`src/rtl/muldiv_seq.sv`:
```
// Iterative multiply/divide unit holding the architectural HI/LO registers.
// MULT/DIV take 32 shift-add / restoring-divide iterations plus one sign-fixup cycle.
module muldiv_seq (
  input  logic        clk,
  input  logic        nrst,
  input  logic [2:0]  md_op,
  input  logic        md_start,
  input  logic [31:0] rs,
  input  logic [31:0] rt,
  input  logic        cancel,
  output logic        busy,
  output logic        done,
  output logic [31:0] hi,
  output logic [31:0] lo
);

  localparam logic [2:0] OP_MULT  = 3'd1;
  localparam logic [2:0] OP_MULTU = 3'd2;
  localparam logic [2:0] OP_DIV   = 3'd3;
  localparam logic [2:0] OP_DIVU  = 3'd4;
  localparam logic [2:0] OP_MTHI  = 3'd5;
  localparam logic [2:0] OP_MTLO  = 3'd6;

  typedef enum logic [1:0] {S_IDLE, S_MUL, S_DIV, S_FIX} state_t;

  state_t      state, state_nxt;
  logic [63:0] acc;
  logic [31:0] opb;
  logic [4:0]  cnt;
  logic        neg_q, neg_r, is_div;

  logic        accept, start_mul, start_div, wr_hi, wr_lo;
  logic        last_iter, busy_nxt, done_nxt;
  logic        op_signed;
  logic [31:0] rs_mag, rt_mag;

  logic [32:0] mul_sum;
  logic [32:0] div_shift, div_trial;
  logic        div_ok;
  logic [63:0] mul_res;
  logic [31:0] q_res, r_res;

  // ---------------- state register ----------------
  always_ff @(posedge clk or negedge nrst) begin
    if (!nrst) state <= S_IDLE;
    else       state <= state_nxt;
  end

  // ---------------- next-state logic ----------------
  always_comb begin
    state_nxt = state;
    unique case (state)
      S_IDLE: begin
        if (start_mul)      state_nxt = S_MUL;
        else if (start_div) state_nxt = S_DIV;
      end
      S_MUL: begin
        if (cancel)         state_nxt = S_IDLE;
        else if (last_iter) state_nxt = S_FIX;
      end
      S_DIV: begin
        if (cancel)         state_nxt = S_IDLE;
        else if (last_iter) state_nxt = S_FIX;
      end
      S_FIX:                state_nxt = S_IDLE;
      default:              state_nxt = S_IDLE;
    endcase
  end

  // ---------------- output / control decode ----------------
  always_comb begin
    accept    = (state == S_IDLE) && md_start && !cancel;
    start_mul = accept && ((md_op == OP_MULT) || (md_op == OP_MULTU));
    start_div = accept && ((md_op == OP_DIV)  || (md_op == OP_DIVU));
    wr_hi     = accept && (md_op == OP_MTHI);
    wr_lo     = accept && (md_op == OP_MTLO);
    last_iter = (cnt == 5'd31);
    busy_nxt  = (state_nxt != S_IDLE);
    done_nxt  = (state == S_FIX) && !cancel;
  end

  // ---------------- datapath helpers ----------------
  always_comb begin
    op_signed = (md_op == OP_MULT) || (md_op == OP_DIV);
    rs_mag    = (op_signed && rs[31]) ? (~rs + 32'd1) : rs;
    rt_mag    = (op_signed && rt[31]) ? (~rt + 32'd1) : rt;

    mul_sum   = {1'b0, acc[63:32]} + (acc[0] ? {1'b0, opb} : 33'd0);

    // acc[63:32] is the partial remainder, acc[31:0] shifts dividend bits out and quotient bits in
    div_shift = {acc[63:32], acc[31]};
    div_trial = div_shift - {1'b0, opb};
    div_ok    = !div_trial[32];

    mul_res   = neg_q ? (~acc + 64'd1) : acc;
    q_res     = neg_q ? (~acc[31:0] + 32'd1) : acc[31:0];
    r_res     = neg_r ? (~acc[63:32] + 32'd1) : acc[63:32];
  end

  // ---------------- datapath and registered outputs ----------------
  always_ff @(posedge clk or negedge nrst) begin
    if (!nrst) begin
      acc    <= '0;
      opb    <= '0;
      cnt    <= '0;
      neg_q  <= 1'b0;
      neg_r  <= 1'b0;
      is_div <= 1'b0;
      hi     <= '0;
      lo     <= '0;
      busy   <= 1'b0;
      done   <= 1'b0;
    end else begin
      busy <= busy_nxt;
      done <= done_nxt;
      if (wr_hi) hi <= rs;
      if (wr_lo) lo <= rs;
      if (start_mul) begin
        acc    <= {32'd0, rt_mag};
        opb    <= rs_mag;
        cnt    <= '0;
        neg_q  <= op_signed && (rs[31] ^ rt[31]);
        neg_r  <= 1'b0;
        is_div <= 1'b0;
      end else if (start_div) begin
        acc    <= {32'd0, rs_mag};
        opb    <= rt_mag;
        cnt    <= '0;
        // a zero divisor keeps the all-ones quotient unsigned
        neg_q  <= op_signed && (rs[31] ^ rt[31]) && (rt != 32'd0);
        neg_r  <= op_signed && rs[31];
        is_div <= 1'b1;
      end
      case (state)
        S_MUL: begin
          acc <= {mul_sum, acc[31:1]};
          cnt <= cnt + 5'd1;
        end
        S_DIV: begin
          acc <= {(div_ok ? div_trial[31:0] : div_shift[31:0]), acc[30:0], div_ok};
          cnt <= cnt + 5'd1;
        end
        S_FIX: begin
          if (!cancel) begin
            if (is_div) begin
              hi <= r_res;
              lo <= q_res;
            end else begin
              hi <= mul_res[63:32];
              lo <= mul_res[31:0];
            end
          end
        end
        default: ;
      endcase
    end
  end

endmodule

```
`config.mk`:
```
export PLATFORM = sky130hd
export DESIGN_NAME = muldiv_seq
export DESIGN_NICKNAME = d
export VERILOG_FILES = /design/src/rtl/muldiv_seq.sv
export SDC_FILE = /design/constraint.sdc
export NUM_CORES = 1
export LEC_CHECK = 0
export ABC_AREA = 1
export CELL_PAD_IN_SITES_DETAIL_PLACEMENT = 1
export CELL_PAD_IN_SITES_GLOBAL_PLACEMENT = 1
export CORE_MARGIN = 8
export CORE_UTILIZATION = 38
export CTS_CLUSTER_SIZE = 30
export DETAILED_ROUTE_END_ITERATION = 12
export HOLD_SLACK_MARGIN = 0.1
export PLACE_DENSITY = 0.75
export SKIP_CTS_REPAIR_TIMING = 1
export SLEW_MARGIN = 20
export SYNTH_ARGS = -nofsm -noshare
export SYNTH_HDL_FRONTEND = slang
export SYNTH_SLANG_ARGS = --single-unit
```
`constraint.sdc`:
```
create_clock -name clk -period 2.5 [get_ports clk]
set_clock_uncertainty 0.15 [all_clocks]
set_input_delay 0.5 -clock clk [delete_from_list [all_inputs] [get_ports clk]]
set_output_delay 0.5 -clock clk [all_outputs]
set_load 0.02 [all_outputs]
```
==> impl_metrics.json <==
{
  "status": "complete, but fails checks",
  "gr-total-overflow": 0,
  "violations": "negative setup slack",
  "setup_viol": 63,
  "netlist.area_leader.share": 0.242,
  "rows": 79,
  "register_area_mm2": 0.00432,
  "max-vdd-ir-drop_mv": 0.812,
  "power_leakage_uw": 0.0139,
  "firstDrtPassIters": 6,
  "grt_max_degree": 64,
  "grt_pass1_wl_mm": 162,
  "tritoncts": "yes",
  "cts_buffers": 17,
  "wl_per_cell_um": 28.3,
  "antenna_left": 0,
  "critPathMaxFanout": 7,
  "final_util": 0.585,
  "syn_area_mm2": 0.0178,
  "ys_ff_latch": 172,
  "dp_hpwl_mm": 89.9,
  "die_y_um": 232,
  "die_area_mm2": 0.0540,
  "ctsHtreeMaxLevel": 4,
  "ff2ff_path_depth": 18,
  "die_x_um": 232,
  "worstPathRequired_ns": 2.77,
  "critPathLaunchType": "input pin",
  "r2r_slack_ns": -0.42,
  "clk_latency_ns": 0.52,
  "timing.max_slew.rel_slack": 0.358,
  "viasPerCell": 6.12,
  "synth_fp_nets": 3139,
  "critPathKind": "in -> reg",
  "drive_gt1_frac": 0.286,
  "syn_area_per_cell_um2": 5.95,
  "fillers": 6142,
  "fin_nets": 3864,
  "synth_ff_type": "dfrtp_1",
  "hold_class": "in -> async",
  "final_max_slew_viol_count": 0,
  "gp_congestion": 1.09,
  "p_total_uw": 38800,
  "regToRegEndpoint": "acc[43]",
  "final_cell_area_mm2": 0.0271,
  "yosysMostFrequentCell": "nand2_1",
  "regToRegStartpoint": "acc[36]",
  "fin_ws_ns": -0.440,
  "fin_crit_sh": 1.18,
  "hold_viol": 0,
  "synth.top_cells.by_count": "nand2_1 (948), inv_1 (394), nor2_1 (282)",
  "clk_pin_slew_ns": 0.08,
  "grt_pass1_vias": 26600,
  "cts_sinks": 172,
  "cts-root-buf": "clkbuf_16",
  "wl_mm": 123,
  "yosysWarningCount": 0,
  "synth-edff-count": 0,
  "dpl_cell_area_mm2": 0.0244,
  "drcViolationCount": 0,
  "core-area_mm2": 0.0464,
  "grt_usage": 0.397,
  "multiInputGateArea_mm2": 0.0130,
  "grt_antenna_before_repair": 6,
  "max_slew.worst_pin.slew_ns": 0.956,
  "min_period_ns": 2.94,
  "ios": 137,
  "routed.top_layer": "met5",
  "power_density_mw_per_mm2": 1430,
  "wl_met1_mm": 43.7,
  "maxCapViolations": 0,
  "wl_met2_mm": 55.5,
  "worst_setup_path_end_kind": "flip-flop",
  "synth_cell_types": 53,
  "cts_buffer_depth": 2,
  "rsz0062_at_grt": "yes",
  "synth_area_leaders": "dfrtp_1 (24%), nand2_1 (20%), inv_1 (8.3%), nand3_1 (6.7%), nor2_1 (6.0%)",
  "layout.cells.non_filler": 4341,
  "drt_iter0_markers": 2777,
  "areaGrowthSynthToFinish_pct": 52.3,
  "syn_inst": 2992,
  "fmax_mhz": 340,
  "portBuffers": 136,
  "start_util": 0.384,
  "synth_top_cell_by_area": "dfrtp_1",
  "vias": 26600,
  "worst-endpoint-arrival_ns": 3.21,
  "place_inst": 4257,
  "async_flop_share": 1.00,
  "met3_length_mm": 11.8,
  "yosysSeqAreaShare": 0.242
}
## metal layers
layer,vias up,track usage
met2,1672,0.654
met4,12,0.284
met1,13000,0.452
met5,-,0
met3,672,0.0878
li1,11200,-
## worst max-delay path: stages
cell and delay [ns]:
clkdlybuf4s50_1 0.45, inv_2 0.09, nand2_1 0.16, nor2_2 0.28
buf_4 0.21, nand2_1 0.10, buf_4 0.15, xnor2_1 0.74
o21ai_0 0.27, o21ai_1 0.25
## kinds of logic (layout without fill, tap and decap cells)
logic type,after synthesis,in the layout,synth area share
buffers and inverters,508,1244,0.111
AOI/OAI and AO/OA,549,549,0.177
adders and majority gates,76,76,0.0543
DFF,172,172,0.242
other,0,4,0
and+or+nand+nor,1623,1625,0.384
xor gates and xnor gates,64,64,0.0315
## final cells by class
class	count	area share
antenna	4	0.000369
clock buffer	18	0.0162
clock inverter	14	0.00660
inverter	404	0.0562
multi-input combinational	2314	0.481
sequential	172	0.160
tap	607	0.0280
timing repair buffer	808	0.252
## per-stage QoR
stage / hold slack, ns / setup WS (ns) / TNS [ns]
after global routing: 0.373 / -0.547 / -19.07
after detailed placement: 0.319 / -0.611 / -33.30
after global placement: 0.318 / -0.534 / -19.74
final: 0.355 / -0.440 / -12.84
after CTS: -0.230 / -0.529 / -15.88
after floorplan: 0.0544 / 0.0161 / 0
## how the worst max path moves through the flow
stage / start / endpoint / slack (ns)
3_3_place_gp: rs[5] / opb[29] / -0.53
2_1_floorplan: acc[31] / acc[33] / 0.02
5_1_grt: acc[36] / acc[44] / -0.55
6_report: md_op[2] / acc[21] / -0.44
3_5_place_dp: rs[5] / opb[29] / -0.61
4_1_cts: acc[0] / acc[49] / -0.53
## report_power, final
part / leakage [uW] / switching [uW] / internal [uW] / total, uW
combinational: 0.0114 / 18700 / 11700 / 30400
clock: 0.000294 / 1530 / 1540 / 3070
sequential: 0.00219 / 1340 / 3980 / 5320
total: 0.0139 / 21600 / 17200 / 38800
## layout by cell type, fill, tap and decap left out, types with 18 or more instances in the layout
cell type,n
buf_12,24
nor3_1,27
nand3b_1,27
o21ai_0,155
inv_2,33
o22ai_1,42
ha_1,43
nand2_2,78
buf_4,627
nor2_2,46
xor2_1,48
nand3_1,202
a21oi_2,33
nand2_1,866
nor2_1,231
clkbuf_16,19
ha_4,26
o21ai_1,38
inv_1,367
a21oi_1,135
nand3_2,29
nand4_1,42
nor2_4,18
dfrtp_1,157
o211ai_1,37
a22oi_1,33
clkdlybuf4s50_1,135
## sequential cells by signal (all words and copies together) (netlist names)
register  cells
acc          64
busy          1
cnt           5
done          1
hi           32
is_div        1
lo           32
neg_q         1
neg_r         1
opb          32
state         2
Note: power is estimated with default switching activity, not from simulation.
